===== src/rtl/reg_file.sv =====
// Integer register file x0..x31: two combinational read ports, one write port; x0 reads as zero.
// Latency: reads zero-cycle, writes commit on the rising clk edge.
// No backpressure. Optional REGFILE_BYPASS_EN makes a same-cycle write visible on the read ports.
module reg_file #(
  parameter int XLEN = 32,
  parameter int NREG = 32,
  parameter int AW   = 5
) (
  input  logic            clk,
  input  logic            rst_n,
  input  logic [AW-1:0]   A1,
  input  logic [AW-1:0]   A2,
  input  logic [AW-1:0]   A3,
  input  logic [XLEN-1:0] WD3,
  input  logic            WE3,
  output logic [XLEN-1:0] RD1,
  output logic [XLEN-1:0] RD2,
  output logic [15:0]     WrCnt
);

  logic [XLEN-1:0] regs [NREG];
  logic            wr_en;

  // Writes to x0 are dropped here so they neither change storage nor count.
  assign wr_en = WE3 && (A3 != '0);

  always_ff @(posedge clk or negedge rst_n) begin
    if (!rst_n) begin
      for (int i = 0; i < NREG; i++) begin
        regs[i] <= '0;
      end
      WrCnt <= '0;
    end else if (wr_en) begin
      regs[A3] <= WD3;
      WrCnt    <= WrCnt + 16'd1;
    end
  end

  always_comb begin
    RD1 = (A1 == '0) ? '0 : regs[A1];
    RD2 = (A2 == '0) ? '0 : regs[A2];
`ifdef REGFILE_BYPASS_EN
    // Gated by rst_n so the write-through cannot leak data while reset is held.
    if (rst_n && wr_en && (A1 == A3)) RD1 = WD3;
    if (rst_n && wr_en && (A2 == A3)) RD2 = WD3;
`endif
  end

endmodule

===== config.mk =====
export PLATFORM = sky130hd
export DESIGN_NAME = reg_file
export DESIGN_NICKNAME = d
export VERILOG_FILES = /design/src/rtl/reg_file.sv
export SDC_FILE = /design/constraint.sdc
export NUM_CORES = 2
export LEC_CHECK = 0
export CAP_MARGIN = 25
export CORE_MARGIN = 4
export CORE_UTILIZATION = 30
export DETAILED_ROUTE_END_ITERATION = 10
export DONT_BUFFER_PORTS = 1
export PLACE_DENSITY = 0.5
export SYNTH_ARGS = -nofsm -noshare
export SYNTH_HDL_FRONTEND = slang
export SYNTH_SLANG_ARGS = --single-unit

===== constraint.sdc =====
create_clock -name clk -period 3.51 [get_ports clk]
set_clock_uncertainty 0.15 [all_clocks]
set_input_delay 0.8775 -clock clk [delete_from_list [all_inputs] [get_ports clk]]
set_output_delay 0.8775 -clock clk [all_outputs]
set_load 0.005 [all_outputs]

; ---- Word level (Yosys, flattened, before mapping)
; Index checks and enable logic that the tools add are counted.
[word_totals]
ff_bits = 1040
inputBits = 50
out_inout_bits = 80
wordCells = 57
[classes]
n_addsub = 1
n_lt_le_gt_ge = 4
muxes = 11
n_bitwise = 3
n_reduce_logical = 5
[ops]
columns = operator, n
row1 = $bwmux W1024, 1
row2 = $bmux W32 S5, 2
row3 = $mux W32, 7
row4 = $demux W32 S5, 1
row5 = $ge A6 B6 Y1 const B, 3
row6 = $not A5 Y6, 3
row7 = $add A16 B1 Y16 const B, 1
row8 = $logic_not A5 Y1, 2
row9 = $lt A6 B1 Y1 const B, 1
row10 = $reduce_bool A5 Y1, 1
row11 = $logic_and A1 B1 Y1, 2

; ---- Longest topological paths before layout
[logic_depth]
word_depth = 6
mapped_depth = 10
ltp_nobuf = 4

; ---- Worst setup path after synthesis
; OpenSTA, ideal clock, no wires.
[synth_path]
path_type = in2out
start = input A1[2]
end = output RD1[27]
arrival_ps = 2578
required_ps = 2483
setup_slack_ps = -96
stages = 7
path_buffers = 3
cell_sequence = clkbuf_1 -> buf_2 -> clkbuf_1 -> mux4_2 -> a22o_1 -> a2111oi_0 -> nor3_1
[synth_between]
elab_chain_cells = 5
word_cells_on_any_way = 6
cone_classes = 4 x mux / 1 x bitwise / 1 x reduce/logical
[synth_lines]
columns = element, line
row1 = "start, declared", 11  ; input logic [AW-1:0] A1,
row2 = $not A5 Y6 (not written as such), 40  ; RD1 = (A1 == '0) ? '0 : regs[A1];
row3 = $bmux W32 S5, 40
row4 = $mux W32 (not written as such) (2 in series), 40
row5 = $mux W32 *, 40
row6 = "end, declared", 16  ; output logic [XLEN-1:0] RD1,
; Every way passes the cells marked *; elsewhere a longest branch is shown, timed or not. The select of a mux whose other input is x is not followed.

; ---- Worst setup path after layout
[layout_path]
start = input A1[0]
end = output RD1[23]
; Same word-level chain as after synthesis.

==> flow_summary.ini <==
[run_status]
status = finished with violations
violations = negative hold slack, max-slew violations, negative setup slack

[grt]
grt_pass1_wl_um = 282000
grt_max_degree = 322
global_route.usage.total_pct = 20.1
grt.overflow.total = 0
first_global_vias = 37300
initial_antenna_violation_count = 4

[detailed_routing]
num_vias = 35200
route.detailed.vias_per_inst = 5.67
detailedRoute.firstPassIterationCount = 7
drt_wl_total_um = 195000
detail-route-antenna-nets = 0
detailedRoute.firstIterationViolations = 2615
routedWlPerCell_um = 31.4
drc_errors = 0

[clock_tree]
cts.sinks = 1040
tritoncts = yes
clock_tree.buffer_depth = 3
clockRootBuffer = clkbuf_16
cts.reportedPaths.clkPinSlew_ns = 0.06
insertion_delay_ns = 0.73
cts_htree_levels = 3
cts_inserted_buffers = 115

[sta]
setup_viol = 64
maxSlewViolCount = 36
finalHoldViolations = 137
hold_slack_ns = -0.299
timing.final.ws_setup_ns = -0.811
rsz0062_at_grt = true
finalWorstPathRequiredPeriod_ns = 4.32
worstMarginPinSlew_ns = 1.52
final.period_utilization_pct = 123
max_freq_ghz = 0.231
slew_margin_rel_pct = -1.50

[worst_setup_path]
cp_data_required_time_ns = 2.48
reg2regPathDepth = 4
critical_path.endpoint_type = output port
reg2reg_to = WrCnt[15]
timing.critical_path.fanout_max = 319
crit_type = in2out
reg2reg_from = WrCnt[4]
cp-startpoint = A1[0]
timing.critical_path.arrival_ns = 3.29
reg2reg_slack_ns = 1.66
setup_crit_start_kind = input port

[worst_hold_path]
hold_path.class = in2async

[floorplanning]
die_height_um = 436
floorplan.io_pins = 130
core_area_um2 = 182000
placement_rows = 156
initial_utilization_pct = 30.3
design.die.area_um2 = 190000
chipWidth_um = 436

[logic_synthesis]
synthesis_stage_register_bit_count = 1040
synth_edf_count = 0
post_synth_num_cell_types = 46
syn_area_um2 = 55000
synth.yosys.warnings = 0
synth-seq-area-share_pct = 47.4
synthesis.area_per_instance_um2 = 14.8
synthCells = 3711
synth_fp_nets = 3762
synth_ff_type = dfrtp_1
postSynth.asyncResetShare_pct = 100

[power]
power_density_nw_per_um2 = 541
ir_drop_uv = 411
p_leak_nw = 28.2

[flow_run]
maxCapViolations = 0

[finish]
ratio_of_cells_with_drive_above_1_in_the_final_layout_pct = 59.1
regArea_um2 = 26000
finish.instance_area_um2 = 66700
area_growth_syn_to_layout_pct = 21.4
layout.filler_cells = 17100
final_nets = 3802
layout.core_utilization_pct = 36.7
multi_input_logic_area_um2 = 30100

[placement]
placement.setup.worst_slack_ns = -0.898
place.gp.congestion = 0.783
detailed_place_hpwl_um = 111000
io_buffer_count = 0
placement.cell_area_um2 = 59200
==> metal layers <==
layer | GRT usage (%) | part of all wire [%] | up-vias
met3 | 2.84 | 4.6 | 317
li1 | - | - | 14500
met5 | 0 | 0.012 | -
met2 | 34.3 | 49 | 876
met1 | 26.2 | 42 | 19600
met4 | 7.20 | 4.0 | 4
==> critical path: stages <==
cell and delay, ns:
mux4_2 0.91, a22o_4 0.29, a2111oi_4 0.23, buf_4 0.20, nor3_4 0.05, buf_6 0.14
==> layout by cell type (no fill, tap or decap), types with 28 or more instances in the layout <==
cell type / n
mux2_2: 1018
buf_12: 58
clkbuf_8: 29
a21oi_1: 28
clkbuf_16: 117
mux4_2: 403
mux2i_1: 253
buf_4: 239
nor3_4: 34
a2111oi_4: 49
dfrtp_1: 1040
a22o_1: 32
buf_6: 33
a22oi_1: 58
==> sequential cells by signal (all words and copies together) (netlist names) <==
register  count
regs       1024
WrCnt        16
==> stage by stage <==
stage               power (mW)  hold WS [ns]  setup TNS (ns)  cells
floorplan                 20.8         0.291          -0.445   3711
global placement          22.8         0.233         -150.27   5946
detailed placement        22.9         0.234         -158.85   5946
CTS                       36.1        -0.366           -7.37   6202
global route              37.5        -0.327          -17.99   6208
finish                    36.1        -0.299          -27.43   6211
==> repair_timing <==
item,in CTS,in global routing
buffers inserted,85,12
hold endpoints to repair,137,191
resized for setup,472,74
pin swaps,159,66
cloned,5,0
endpoints found under the setup margin,64,64
==> final cells by class <==
| type | count | share of cell area [%] |
|---|---|---|
| inverters | 2 | 0.0113 |
| multi-input cells | 2242 | 45.2 |
| clock inverters | 31 | 0.448 |
| flip-flops and latches | 1040 | 39.0 |
| well taps | 2370 | 4.45 |
| diodes | 3 | 0.0113 |
| clock buffers | 173 | 5.14 |
| repair buffers | 350 | 5.73 |
==> power breakdown <==
| group | switching, mW | internal [mW] |
|---|---|---|
| combinational | 2.95 | 4.92 |
| sequential | 1.76 | 14.3 |
| clock | 5.16 | 6.98 |
| total | 9.87 | 26.2 |
==> worst max path at each step <==
| stage | slack [ns] | to | depth (start not counted) |
|---|---|---|---|
| after floorplan | -0.04 | RD1[27] | 7 |
| after global placement | -0.86 | RD1[25] | 6 |
| after detailed placement | -0.90 | RD1[6] | 7 |
| after CTS | -0.31 | RD2[2] | 6 |
| after global routing | -0.58 | RD2[20] | 5 |
| final | -0.81 | RD1[23] | 6 |
==> cell usage after synthesis, types with 5 or more instances <==
library cell	n	area, µm²
nor2_1	21	78.8
o221ai_1	5	43.8
o22ai_1	74	463
xor2_1	6	52.6
buf_6	22	248
nor4_1	16	100
nand3_1	7	35.0
buf_4	28	210
a211oi_1	17	128
mux2_2	1029	11600
buf_1	56	210
a22o_1	57	499
xnor2_1	9	78.8
nor3_1	52	260
nand4_1	6	37.5
nand2_1	32	120
buf_2	60	300
nor2b_1	35	219
and2_1	16	100
a2111oi_0	57	499
nor3b_1	5	37.5
mux2i_1	254	2540
o32ai_1	15	131
a21oi_1	32	160
dfrtp_1	1040	26000
clkbuf_1	260	976
nand3b_1	5	37.5
mux4_2	403	9080
a22oi_1	64	480
==> kinds of logic (layout without fill, tap and decap cells) <==
kind of cell / Yosys count / after routing / share of synthesized area [%]
compound gates: 328 / 328 / 4.48
xor+xnor: 15 / 15 / 0.239
fa+ha+maj: 1 / 1 / 0.0228
buf+inv: 429 / 556 / 3.57
flops: 1040 / 1040 / 47.4
mux: 1686 / 1686 / 42.2
other cells: 0 / 3 / 0
simple gates: 212 / 212 / 2.10
Note: power is estimated with default switching activity, not from simulation.
==> edit (same flow settings) <==
Build with the macro `REGFILE_BYPASS_EN` defined.
--- a/src/rtl/reg_file.sv
+++ b/src/rtl/reg_file.sv
@@ -3,2 +3,4 @@
 // No backpressure. Optional REGFILE_BYPASS_EN makes a same-cycle write visible on the read ports.
+`define REGFILE_BYPASS_EN
+
 module reg_file #(
Check against the original RTL: not equivalent (Yosys sat finds a counterexample within 4 cycles, from zero or initial values and one cycle with rst_n low).
==> edit against the unedited design <==
- sequential cell count did not move
- the flow finishes with violations (slew limit, setup timing)
- total power fell by 1.5%
- setup slack improved by 0.22 ns
- core utilization fell by 2.2 points
- fmax rose by 5.4%
- routed wire length fell by 3.4%
- die area rose by 1.5%
- cell area fell by 4.0%
- area after synthesis rose by 1.5%
- non-clock buffer count fell by 154
- critical path depth rose by 1
- critical path type unchanged
==> edit: results (changes against the unedited design) <==
Synthesis
  • Dominant cells by area after synthesis: dfrtp_1 (47%), mux4_2 (21%), mux2_2 (20%) (was dfrtp_1 (47%), mux2_2 (21%), mux4_2 (17%))
  • Seq/Total Area, Yosys: 46.65% (was 47.36%)
  • Top post-synthesis cells by count: dfrtp_1 (1040), mux2_2 (995), mux4_2 (511) (was dfrtp_1 (1040), mux2_2 (1029), mux4_2 (403))
  • Syn_nets: 3660 (was 3762)
  • Count of cell types in the netlist: 49 (was 46)
  • Synth Instances: 3609 (was 3711)

Routing
  • Detailed-route wire length per cell: 31.01 µm (was 31.41 µm)
  • DR top layer: met4 (was met5)
  • Met2 WL: 96.97 mm (was 95.97 mm)
  • Pre-antenna DRT Iters: 5 (was 7)
  • Wire length on met3: 7.752 mm (was 9.000 mm)
  • Via count: 33720 (was 35240)
  • DR iter-0 viols: 2363 (was 2615)
  • Metal-1 WL: 76.81 mm (was 82.31 mm)

Layout
  • Final non-filler cell total: 6076 (was 6211)
  • Multi-input combinational area share: 44.70% (was 45.20%)
  • Signal buf overhead: 3.706% (was 5.727%)
  • Final Core Density: 34.58% (was 36.74%)
  • Non-CTS buffers: 196 (was 350)
  • Fill cell count: 17730 (was 17140)
  • Inverter count: 4 (was 2)
  • Clk cell area share: 6.077% (was 5.588%)
  • Clock buffer count: 174 (was 173)
  • # diodes: 1 (was 3)

GRT
  • First-pass GRT wire length: 272.1 mm (was 282.3 mm)
  • Largest net degree at the start of global routing: 274 (was 322)
  • GRT Total Usage: 19.39% (was 20.12%)
  • Number of global-route vias before repair: 35620 (was 37260)
  • GR Layer Usage met2: 34.27% (was 34.26%)
  • Met1 Track Usage GR: 24.39% (was 26.18%)

Timing
  • Relative slew slack: -0.4293% (was -1.503%)
  • Final setup fails: 64 (unchanged)
  • Fin. max-slew vios: 19 (was 36)
  • Setup TNS: -23.30 ns (was -27.43 ns)
  • Setup ws final: -0.5895 ns (was -0.8107 ns)
  • Hold WS: 0.1064 ns (was -0.2994 ns)

Status
  • Status: finished, violations left (unchanged)
  • Failing checks: slew limit, setup timing (was hold timing, slew limit, setup timing)

Power
  • VDD IR-drop max: 0.3678 mV (was 0.4113 mV)
  • Switching Share: 26.44% (was 27.37%)
  • Internal Power: 0.02611 W (was 0.02619 W)
  • Gate power share: 19.9% (was 21.8%)

Setup path
  • R2R Path Start: WrCnt[0] (was WrCnt[4])
  • CP max FO: 226 (was 319)
  • Reg2reg path depth: 5 (was 4)
  • Critical path arrival: 3.07 ns (was 3.29 ns)
  • Max incr delay on CP: 0.45 ns (was 0.91 ns)
  • R2R Path End: WrCnt[13] (was WrCnt[15])
  • R2r setup slk: 1.68 ns (was 1.66 ns)
  • Worst Setup SP: A1[2] (was A1[0])
  • Slowest cell on the critical path: xnor2_4 (was mux4_2)
  • Crit path to: RD1[16] (was RD1[23])

Die
  • Core area: 185200 µm² (was 181500 µm²)

Place
  • GP Congestion: 0.7668 (was 0.7834)
  • Hpwl dp: 105.3 mm (was 111.3 mm)
  • Dpl cells: 5851 (was 5946)
  • Placed instance area: 59180 µm² (was 59150 µm²)

Clock network
  • CTS Buf Count: 113 (was 115)
edit: cell types whose count changed in the layout (fill, tap and decap cells not counted), moves of 23 or more:
cell	delta
buf_4	-113
a22o_4	-24
mux2i_1	-87
nand2_1	+60
a2111oi_4	-40
a32o_1	+25
mux2_2	-23
mux4_2	+108
nor3_4	-31
a32oi_1	+30
buf_6	-30
a21oi_1	-25
o22ai_4	-26
edit: cells by family after synthesis:
kind of cell	count (synthesis)	synth area share (%)
flip-flops	1040	46.65
adder cells (fa/ha/maj)	1	0.02243
buffers and inverters	423	3.708
multiplexers	1695	44.11
AO/OA/AOI/OAI	232	3.517
AND/OR/NAND/NOR	193	1.601
XOR/XNOR	25	0.3925
edit: what timing repair did:
action / CTS / global route
pin swaps: 11 / 39
gates cloned: 3 / 2
setup buffers: 2 / 6
setup endpoints to repair: 64 / 64
gates resized for setup: 46 / 110
hold buffers: 3 / 0
endpoints found under the hold margin: 84 / 0
